$ cat src/rtl/dmem_arbiter_if.sv
// Bundle of the two requester ports and the single-port data memory bus.
// The arbiter uses the slave modport; the requesters/memory side uses master.
interface dmem_arbiter_if #(
  parameter int W = 8,
  parameter int A = 8
);
  logic         req0;
  logic         we0;
  logic [A-1:0] addr0;
  logic [W-1:0] wdata0;
  logic         lock0;
  logic         gnt0;
  logic         rvalid0;
  logic [W-1:0] rdata0;

  logic         req1;
  logic         we1;
  logic [A-1:0] addr1;
  logic [W-1:0] wdata1;
  logic         lock1;
  logic         gnt1;
  logic         rvalid1;
  logic [W-1:0] rdata1;

  logic         mem_we;
  logic [A-1:0] mem_addr;
  logic [W-1:0] mem_wdata;
  logic [W-1:0] mem_rdata;

  modport slave (
    input  req0, we0, addr0, wdata0, lock0,
    input  req1, we1, addr1, wdata1, lock1,
    output gnt0, rvalid0, rdata0,
    output gnt1, rvalid1, rdata1,
    output mem_we, mem_addr, mem_wdata,
    input  mem_rdata
  );

  modport master (
    output req0, we0, addr0, wdata0, lock0,
    output req1, we1, addr1, wdata1, lock1,
    input  gnt0, rvalid0, rdata0,
    input  gnt1, rvalid1, rdata1,
    input  mem_we, mem_addr, mem_wdata,
    output mem_rdata
  );
endinterface

$ cat src/rtl/dmem_arbiter.sv
// Two-port arbiter for the single-cycle data memory: core (port 0) has priority,
// the DMA port (port 1) gets a starvation guard and bounded locked bursts.
module dmem_arbiter #(
  parameter int W          = 8,
  parameter int A          = 8,
  parameter int STARVE_LIM = 4,
  parameter int LOCK_MAX   = 8
) (
  input logic            clk,
  input logic            Reset,
  dmem_arbiter_if.slave  bus
);

  typedef enum logic [1:0] {
    OWN_NONE = 2'd0,
    OWN_P0   = 2'd1,
    OWN_P1   = 2'd2
  } owner_t;

  localparam logic [7:0] LOCK_MAX_C   = 8'(LOCK_MAX);
  localparam logic [3:0] STARVE_LIM_C = 4'(STARVE_LIM);

  owner_t       lock_owner_reg;
  logic [7:0]   lock_cnt_reg;
  logic [3:0]   starve_cnt_reg;
  logic [1:0]   rvalid_reg;
  logic [W-1:0] rdata_reg [2];

  logic       lock_full;
  logic       hold0, hold1;
  logic       excl0, excl1;
  logic       starved;
  logic [1:0] win;
  logic [1:0] we_v;
  logic [7:0] lock_cnt_inc;

  assign we_v = {bus.we1, bus.we0};

  always_comb begin
    lock_full = (lock_cnt_reg >= LOCK_MAX_C);
    hold0     = (lock_owner_reg == OWN_P0) && bus.req0 && !lock_full;
    hold1     = (lock_owner_reg == OWN_P1) && bus.req1 && !lock_full;
    // An owner that used up its burst sits out one cycle, but only if the other port wants in.
    excl0     = (lock_owner_reg == OWN_P0) && lock_full && bus.req1;
    excl1     = (lock_owner_reg == OWN_P1) && lock_full && bus.req0;
    starved   = (starve_cnt_reg >= STARVE_LIM_C);
    win       = 2'b00;
    if (hold0)
      win[0] = 1'b1;
    else if (hold1)
      win[1] = 1'b1;
    else if (bus.req1 && !excl1 && starved)
      win[1] = 1'b1;
    else if (bus.req0 && !excl0)
      win[0] = 1'b1;
    else if (bus.req1 && !excl1)
      win[1] = 1'b1;
  end

  assign lock_cnt_inc = lock_full ? lock_cnt_reg : lock_cnt_reg + 8'd1;

  // Grants and memory drive are gated so nothing reaches the memory while Reset is low.
  assign bus.gnt0      = win[0] & Reset;
  assign bus.gnt1      = win[1] & Reset;
  assign bus.mem_we    = Reset & ((win[0] & bus.we0) | (win[1] & bus.we1));
  assign bus.mem_addr  = !Reset ? '0 : (win[1] ? bus.addr1  : bus.addr0);
  assign bus.mem_wdata = !Reset ? '0 : (win[1] ? bus.wdata1 : bus.wdata0);

  always_ff @(posedge clk or negedge Reset) begin
    if (!Reset) begin
      starve_cnt_reg <= 4'd0;
      lock_owner_reg <= OWN_NONE;
      lock_cnt_reg   <= 8'd0;
    end else begin
      if (bus.req1 && !win[1])
        starve_cnt_reg <= (starve_cnt_reg == 4'hF) ? starve_cnt_reg : starve_cnt_reg + 4'd1;
      else
        starve_cnt_reg <= 4'd0;

      if (win[0] && bus.lock0) begin
        lock_owner_reg <= OWN_P0;
        lock_cnt_reg   <= (lock_owner_reg == OWN_P0) ? lock_cnt_inc : 8'd1;
      end else if (win[1] && bus.lock1) begin
        lock_owner_reg <= OWN_P1;
        lock_cnt_reg   <= (lock_owner_reg == OWN_P1) ? lock_cnt_inc : 8'd1;
      end else begin
        lock_owner_reg <= OWN_NONE;
        lock_cnt_reg   <= 8'd0;
      end
    end
  end

  // Read return: one-cycle latency, data held until the port's next granted read.
  for (genvar gi = 0; gi < 2; gi++) begin : g_rd
    always_ff @(posedge clk or negedge Reset) begin
      if (!Reset) begin
        rvalid_reg[gi] <= 1'b0;
        rdata_reg[gi]  <= '0;
      end else begin
        rvalid_reg[gi] <= win[gi] && !we_v[gi];
        if (win[gi] && !we_v[gi])
          rdata_reg[gi] <= bus.mem_rdata;
      end
    end
  end

  assign bus.rvalid0 = rvalid_reg[0];
  assign bus.rvalid1 = rvalid_reg[1];
  assign bus.rdata0  = rdata_reg[0];
  assign bus.rdata1  = rdata_reg[1];

endmodule

$ cat src/flat_wrapper.sv
// flat-port wrapper written by rule: the top's interface ports become plain ports
module dmem_arbiter_flat 
#(
  parameter int W          = 8,
  parameter int A          = 8,
  parameter int STARVE_LIM = 4,
  parameter int LOCK_MAX   = 8
)
  (clk, Reset, bus_req0, bus_we0, bus_addr0, bus_wdata0, bus_lock0, bus_req1, bus_we1, bus_addr1, bus_wdata1, bus_lock1, bus_gnt0, bus_rvalid0, bus_rdata0, bus_gnt1, bus_rvalid1, bus_rdata1, bus_mem_we, bus_mem_addr, bus_mem_wdata, bus_mem_rdata);
  dmem_arbiter_if #(.W(W), .A(A)) bus_i ();
  input logic clk;
  input logic Reset;
  input wire logic [$bits(bus_i.req0)-1:0] bus_req0;
  input wire logic [$bits(bus_i.we0)-1:0] bus_we0;
  input wire logic [$bits(bus_i.addr0)-1:0] bus_addr0;
  input wire logic [$bits(bus_i.wdata0)-1:0] bus_wdata0;
  input wire logic [$bits(bus_i.lock0)-1:0] bus_lock0;
  input wire logic [$bits(bus_i.req1)-1:0] bus_req1;
  input wire logic [$bits(bus_i.we1)-1:0] bus_we1;
  input wire logic [$bits(bus_i.addr1)-1:0] bus_addr1;
  input wire logic [$bits(bus_i.wdata1)-1:0] bus_wdata1;
  input wire logic [$bits(bus_i.lock1)-1:0] bus_lock1;
  output wire logic [$bits(bus_i.gnt0)-1:0] bus_gnt0;
  output wire logic [$bits(bus_i.rvalid0)-1:0] bus_rvalid0;
  output wire logic [$bits(bus_i.rdata0)-1:0] bus_rdata0;
  output wire logic [$bits(bus_i.gnt1)-1:0] bus_gnt1;
  output wire logic [$bits(bus_i.rvalid1)-1:0] bus_rvalid1;
  output wire logic [$bits(bus_i.rdata1)-1:0] bus_rdata1;
  output wire logic [$bits(bus_i.mem_we)-1:0] bus_mem_we;
  output wire logic [$bits(bus_i.mem_addr)-1:0] bus_mem_addr;
  output wire logic [$bits(bus_i.mem_wdata)-1:0] bus_mem_wdata;
  input wire logic [$bits(bus_i.mem_rdata)-1:0] bus_mem_rdata;
  assign bus_i.req0 = bus_req0;
  assign bus_i.we0 = bus_we0;
  assign bus_i.addr0 = bus_addr0;
  assign bus_i.wdata0 = bus_wdata0;
  assign bus_i.lock0 = bus_lock0;
  assign bus_i.req1 = bus_req1;
  assign bus_i.we1 = bus_we1;
  assign bus_i.addr1 = bus_addr1;
  assign bus_i.wdata1 = bus_wdata1;
  assign bus_i.lock1 = bus_lock1;
  assign bus_gnt0 = bus_i.gnt0;
  assign bus_rvalid0 = bus_i.rvalid0;
  assign bus_rdata0 = bus_i.rdata0;
  assign bus_gnt1 = bus_i.gnt1;
  assign bus_rvalid1 = bus_i.rvalid1;
  assign bus_rdata1 = bus_i.rdata1;
  assign bus_mem_we = bus_i.mem_we;
  assign bus_mem_addr = bus_i.mem_addr;
  assign bus_mem_wdata = bus_i.mem_wdata;
  assign bus_i.mem_rdata = bus_mem_rdata;
  dmem_arbiter #(.W(W), .A(A), .STARVE_LIM(STARVE_LIM), .LOCK_MAX(LOCK_MAX)) u_core (.clk(clk), .Reset(Reset), .bus(bus_i));
endmodule
$ cat config.mk
export PLATFORM = sky130hd
export DESIGN_NAME = dmem_arbiter_flat
export DESIGN_NICKNAME = d
export VERILOG_FILES = /design/src/rtl/dmem_arbiter_if.sv /design/src/rtl/dmem_arbiter.sv /design/src/flat_wrapper.sv
export SDC_FILE = /design/constraint.sdc
export NUM_CORES = 1
export LEC_CHECK = 0
export CORE_AREA = 2 2 57 86
export DETAILED_ROUTE_END_ITERATION = 6
export DIE_AREA = 0 0 59 88
export GPL_ROUTABILITY_DRIVEN = 1
export PLACE_DENSITY = 0.77
export SETUP_SLACK_MARGIN = 0.05
export SYNTH_ARGS = -nofsm -noshare
export SYNTH_HDL_FRONTEND = slang
export SYNTH_SLANG_ARGS = --single-unit
$ cat constraint.sdc
create_clock -name clk -period 3 [get_ports clk]
set_clock_uncertainty 0.2 [all_clocks]
set_input_delay 0.45 -clock clk [delete_from_list [all_inputs] [get_ports clk]]
set_output_delay 0.45 -clock clk [all_outputs]
set_load 0.01 [all_outputs]
==> impl_metrics.env, run 1 <==
export IMPL_nets=331
export IMPL_synth_edf_count=0
export IMPL_die_area_um2=5190
export IMPL_row_count=30
export IMPL_drc=0
export IMPL_total_leakage_power_nw=1.30
export IMPL_num_antenna_cells=0
export IMPL_period_share_pct=96.6
export IMPL_fin_cells=329
export IMPL_critPathKind="flip-flop to primary output"
export IMPL_critPathSlowestCell="or4_4"
export IMPL_netlist_top_cells_count="nand2_1 (37), dfrtp_1 (32), a21oi_1 (18)"
export IMPL_layout_drive_gt1_share_pct=27.4
export IMPL_outcome="finished, final reports clean"
export IMPL_clk_pin_slew_ps=60
export IMPL_max_cap_viol_count=0
export IMPL_setup_slack_ps=103
export IMPL_vias=1667
export IMPL_synth_flop_cell="dfrtp_1"
export IMPL_rr_worst_depth=8
export IMPL_post_place_ws_ps=-106
export IMPL_design_portCount=85
export IMPL_period_needed_ps=2900
export IMPL_die_y_um=88
export IMPL_rsz0062_at_grt="yes"
export IMPL_firstDrtPassIters=4
export IMPL_synth_seq_cells=32
export IMPL_antenna_found_initial=0
export IMPL_yosysMostFrequentCell="nand2_1"
export IMPL_crit_required_ps=2350
export IMPL_numCtsBuffers=5
export IMPL_cpPeakStageDelay_ps=570
export IMPL_clockBufferDepth=2
export IMPL_clock_latency_ps=280
export IMPL_place_inst=308
export IMPL_coreArea_um2=4430
export IMPL_synth_top_area_share_pct=46.8
export IMPL_hp_class="flip-flop to flip-flop"
export IMPL_fmax_mhz=345
export IMPL_area_growth_pct=68.0
export IMPL_end_kind="primary output"
export IMPL_syn_area_per_cell_um2=10.0
export IMPL_crit_fanout=4
export IMPL_place_congestion=0.820
export IMPL_synth_net_count=222
export IMPL_p_per_area_nw_per_um2=415
export IMPL_cts_hold_buffers=0
export IMPL_antenna_left=0
export IMPL_start_util_pct=38.6
export IMPL_root_buffer="clkbuf_8"
export IMPL_ctsHtreeMaxLevel=2
export IMPL_drv_slew=0
export IMPL_worst_pin_slew_ps=366
export IMPL_relSlewSlack_pct=75.0
export IMPL_async_flop_share_pct=100
export IMPL_synth_seq_area_share_pct=46.8
export IMPL_hold_viol=0
export IMPL_min_path_cells=1
export IMPL_viasPerCell=5.07
export IMPL_clock_sinks=32
export IMPL_power_mw=1.19
export IMPL_synth_distinct_cells=39
export IMPL_first_global_vias=1581
export IMPL_hold_ws_ps=310
export IMPL_grt_max_degree=33
export IMPL_startpoint_type="flip-flop"
export IMPL_grt_pass1_wl_um=7250
export IMPL_cts_tree="built"
export IMPL_dp_hpwl_um=3350
export IMPL_crit_chain="or4_4, o21ai_4, buf_4, o221a_4, nand2_1, a21oi_1, dlygate4sd2_1"
export IMPL_setup_viol=0
export IMPL_die_w_um=59
export IMPL_fin_tns_setup_ps=0
export IMPL_ir_worst_vdd_uv=416
export IMPL_synth_area_leaders="dfrtp_1 (47%), nand2_1 (8.1%), mux2_4 (7.0%), a21oi_1 (5.3%), mux2_2 (5.3%)"
export IMPL_yosysTopAreaCell="dfrtp_1"
export IMPL_ys_warn_count=0
export IMPL_wirelength_um=4800
export IMPL_arrival_ps=2250
export IMPL_fillers=375
export IMPL_wl_per_cell_um=14.6
export IMPL_io_buffers=84
export IMPL_synth_area_um2=1710
export IMPL_grt_overflow=0
export IMPL_grt_usage_pct=18.7
export IMPL_initialDrtViolationCount=103
export IMPL_syn_inst=171
[stage by stage]
step	util (%)	cell area (um^2)
after floorplan	-	1710
after global placement	60.2	2670
after detailed placement	60.2	2670
after CTS	64.0	2840
after global routing	64.9	2870
final	64.9	2870
[worst max-delay path: cells and delay by family, from the launching register on]
kind	cells	cell delay, ps
AND/OR/NAND/NOR	2	630
buffers and inverters	2	450
AO/OA/AOI/OAI	3	520
flip-flops	1	380
[routing by layer]
layer / track usage [%] / wire length, um / up-vias
met4: 8.68 / 80 / 0
met5: 0 / 0 / -
met1: 19.2 / 1770 / 772
met3: 5.47 / 444 / 5
met2: 34.0 / 2510 / 76
li1: - / - / 814
[cells in the final DEF, fill, tap and decap left out, types with 2 or more instances in the layout]
| cell type | Yosys | routed |
|---|---|---|
| and2_1 | 3 | 3 |
| a21oi_1 | 18 | 17 |
| o221a_4 | 0 | 3 |
| nand2_1 | 37 | 36 |
| xnor2_1 | 2 | 2 |
| buf_4 | 1 | 17 |
| and2_2 | 2 | 2 |
| mux2_4 | 8 | 8 |
| maj3_2 | 2 | 2 |
| clkbuf_2 | 0 | 12 |
| clkinv_2 | 0 | 2 |
| inv_1 | 7 | 7 |
| dfrtp_1 | 32 | 32 |
| clkdlybuf4s50_1 | 0 | 65 |
| dlygate4sd2_1 | 0 | 4 |
| nand3_1 | 3 | 3 |
| buf_2 | 1 | 2 |
| mux2_2 | 8 | 8 |
| buf_6 | 1 | 3 |
| clkbuf_8 | 0 | 6 |
| nor2_1 | 15 | 15 |
| ha_1 | 3 | 3 |
| nor3_1 | 3 | 3 |
[path summary, 6_finish.rpt]
check                                         start                      to  slack, ps
hold reg to reg                u_core.bus.rdata1[6]    u_core.bus.rdata1[6]        310
min in group asynchronous                     Reset  u_core.lock_cnt_reg[5]        450
max in group asynchronous                     Reset  u_core.lock_cnt_reg[0]       1860
setup / recovery             u_core.lock_cnt_reg[3]        bus_mem_wdata[4]        100
setup reg to reg           u_core.starve_cnt_reg[3]    u_core.bus.rdata0[3]        380
hold / removal                 u_core.bus.rdata1[6]    u_core.bus.rdata1[6]        310
[logic make-up (layout without fill, tap and decap cells)]
family / count (synthesis) / after routing / synth area share [%]
DFF: 32 / 32 / 46.8
xor gates and xnor gates: 3 / 3 / 1.54
muxes: 17 / 17 / 12.9
buffers and inverters: 13 / 121 / 3.58
adders and majority gates: 5 / 5 / 3.51
AOI/OAI and AO/OA: 30 / 32 / 12.8
and+or+nand+nor: 71 / 71 / 18.9
[layout make-up]
cell class | count | area [um^2] | share of cell area [%]
sequential | 32 | 801 | 27.9
timing repair buffer | 105 | 947 | 33.0
tap | 48 | 60.1 | 2.09
clock inverter | 2 | 10.0 | 0.348
multi-input combinational | 128 | 942 | 32.8
inverter | 8 | 30.0 | 1.05
clock buffer | 6 | 82.6 | 2.87
[repair_timing]
item | 4_1_cts | 5_1_grt
setup endpoints to repair | 19 | 17
resized for setup | 29 | 34
buffers inserted | 6 | 5
cloned | 1 | 1
pin swaps | 7 | 5
[power by group]
part / internal (mW) / total (mW) / switching [mW]
Clock: 0.183 / 0.331 / 0.148
Combinational: 0.219 / 0.358 / 0.139
Sequential: 0.477 / 0.503 / 0.0263
Power figures use the tool's default switching activity.
==> run 2: changes to the inputs <==
--- a/config.mk
+++ b/config.mk
@@ -9,7 +9,7 @@
 export DETAILED_ROUTE_END_ITERATION = 6
 export DIE_AREA = 0 0 59 88
 export GPL_ROUTABILITY_DRIVEN = 1
-export PLACE_DENSITY = 0.77
+export PLACE_DENSITY = 0.85
 export SETUP_SLACK_MARGIN = 0.05
 export SYNTH_ARGS = -nofsm -noshare
 export SYNTH_HDL_FRONTEND = slang
==> impl_metrics.env, run 2 (same netlist as run 1, synthesis figures left out) <==
export IMPL_outcome="finished, final reports clean"
export IMPL_pwr_share_clk_pct=34.6
export IMPL_row_count=30
export IMPL_max_cap_viol_count=0
export IMPL_arrival_ps=2310
export IMPL_die_area_um2=5190
export IMPL_clockBufferDepth=2
export IMPL_critPathKind="flip-flop to primary output"
export IMPL_first_global_vias=1855
export IMPL_setup_viol=0
export IMPL_fillers=334
export IMPL_end_kind="primary output"
export IMPL_coreArea_um2=4430
export IMPL_period_share_pct=98.8
export IMPL_power_switching_mw=0.336
export IMPL_drc=0
export IMPL_placed_area_um2=2690
export IMPL_grtUsageMet2_pct=40.4
export IMPL_crit_required_ps=2350
export IMPL_num_antenna_cells=0
export IMPL_place_inst=311
export IMPL_die_y_um=88
export IMPL_dp_hpwl_um=3650
export IMPL_p_seq_share_pct=38.0
export IMPL_power_mw=1.32
export IMPL_grt_usage_pct=21.5
export IMPL_antenna_left=0
export IMPL_final_common_cell="clkdlybuf4s50_1"
export IMPL_drv_slew=0
export IMPL_grt_use_met1_pct=20.2
export IMPL_wl_per_cell_um=16.4
export IMPL_grt_overflow=0
export IMPL_total_leakage_power_nw=1.33
export IMPL_final_cell_area_um2=2960
export IMPL_hold_viol=0
export IMPL_use_met3_pct=5.02
export IMPL_p_per_area_nw_per_um2=447
export IMPL_clk_pin_slew_ps=60
export IMPL_fin_tns_setup_ps=0
export IMPL_fmax_mhz=337
export IMPL_crit_fanout=5
export IMPL_place_congestion=0.758
export IMPL_wirelength_um=5480
export IMPL_cts_hold_buffers=0
export IMPL_fin_cells=334
export IMPL_ctsHtreeMaxLevel=2
export IMPL_antenna_found_initial=0
export IMPL_die_w_um=59
export IMPL_design_portCount=85
export IMPL_worst_pin_slew_ps=379
export IMPL_area_growth_pct=73.2
export IMPL_cts_tree="built"
export IMPL_clock_latency_ps=290
export IMPL_grt_pass1_wl_um=8380
export IMPL_ir_worst_vdd_uv=340
export IMPL_root_buffer="clkbuf_8"
export IMPL_setup_slack_ps=35.3
export IMPL_pwr_share_comb_pct=27.5
export IMPL_layout_drive_gt1_share_pct=30.4
export IMPL_startpoint_type="flip-flop"
export IMPL_nets=336
export IMPL_final_core_util_pct=66.9
export IMPL_p_int_mw=0.989
export IMPL_firstDrtPassIters=4
export IMPL_layout_common_cells="clkdlybuf4s50_1 (65), nand2_1 (37), dfrtp_1 (32)"
export IMPL_top_usage_layer="met2"
export IMPL_rsz0062_at_grt="yes"
export IMPL_io_buffers=84
export IMPL_post_place_ws_ps=-143
export IMPL_clock_sinks=32
export IMPL_grt_max_degree=33
export IMPL_numCtsBuffers=5
export IMPL_relSlewSlack_pct=74.0
export IMPL_hold_ws_ps=308
export IMPL_vias=1783
export IMPL_hp_class="flip-flop to flip-flop"
export IMPL_viasPerCell=5.34
export IMPL_swShare_pct=25.3
export IMPL_start_util_pct=38.6
export IMPL_initialDrtViolationCount=101
export IMPL_period_needed_ps=2960
run 2: cell types whose count changed in the layout (fill, tap and decap cells not counted), moves of 2 or more:
cell | previous run | this run
clkinv_2 | 2 | 0
clkdlybuf4s15_2 | 0 | 2
buf_6 | 3 | 6
a21oi_2 | 1 | 3
dlygate4sd2_1 | 4 | 1
clkbuf_2 | 12 | 6
a21oi_1 | 17 | 15
buf_2 | 2 | 9
run 2: layout make-up:
class	count	area (um^2)	area share (%)
clock buffers	7	96.3	3.25
clock inverters	1	30.0	1.01
inverters	8	30.0	1.01
multi-input cells	129	955	32.2
flip-flops and latches	32	801	27.0
well taps	48	60.1	2.03
repair buffers	109	990	33.4
run 2: metal layers:
metal	routed length, um	share of wire [%]
met1	1900	35
met2	2850	52
met3	544	9.9
met4	181	3.3
met5	0	0
run 2: path summary, 6_finish.rpt:
check,from,depth (start not counted),slack (ps),end
setup / recovery,u_core.lock_cnt_reg[4],7,40,bus_mem_addr[7]
hold / removal,u_core.bus.rdata1[4],1,310,u_core.bus.rdata1[4]
setup reg to reg,u_core.starve_cnt_reg[3],7,440,u_core.bus.rdata0[7]
hold reg to reg,u_core.bus.rdata1[4],1,310,u_core.bus.rdata1[4]
max in group asynchronous,Reset,2,1810,u_core.bus.rdata1[4]
min in group asynchronous,Reset,2,500,u_core.lock_cnt_reg[5]
run 2: critical path, stage by stage (launching register included):
cell and delay (ps):
dfrtp_1 390, or4_4 560, o21ai_4 250, buf_6 140
o221a_4 230, nand2_1 70, a21oi_1 150, clkdlybuf4s15_2 250
run 2: power by group through the flow:
| stage | sequential, mW | combinational [mW] | clock (mW) |
|---|---|---|---|
| finish | 0.503 | 0.364 | 0.458 |
| global route | 0.509 | 0.389 | 0.483 |
| floorplan | 0.527 | 0.119 | 0 |
| detailed placement | 0.509 | 0.353 | 0 |
| CTS | 0.503 | 0.367 | 0.466 |
| global placement | 0.509 | 0.347 | 0 |
run 2: repair_timing:
| item | in CTS | in global routing |
|---|---|---|
| gates cloned | 3 | 0 |
| setup endpoints to repair | 19 | 16 |
| buffers inserted | 10 | 2 |
| resized for setup | 58 | 22 |
| pin swaps | 7 | 2 |
==> run 3: changes to the inputs <==
--- a/config.mk
+++ b/config.mk
@@ -6,6 +6,7 @@
 export NUM_CORES = 1
 export LEC_CHECK = 0
 export CORE_AREA = 2 2 57 86
+export CTS_CLUSTER_SIZE = 28
 export DETAILED_ROUTE_END_ITERATION = 6
 export DIE_AREA = 0 0 59 88
 export GPL_ROUTABILITY_DRIVEN = 1
==> results of run 3 <==
No change in the layout: final DEF, timing and power equal those of run 2.
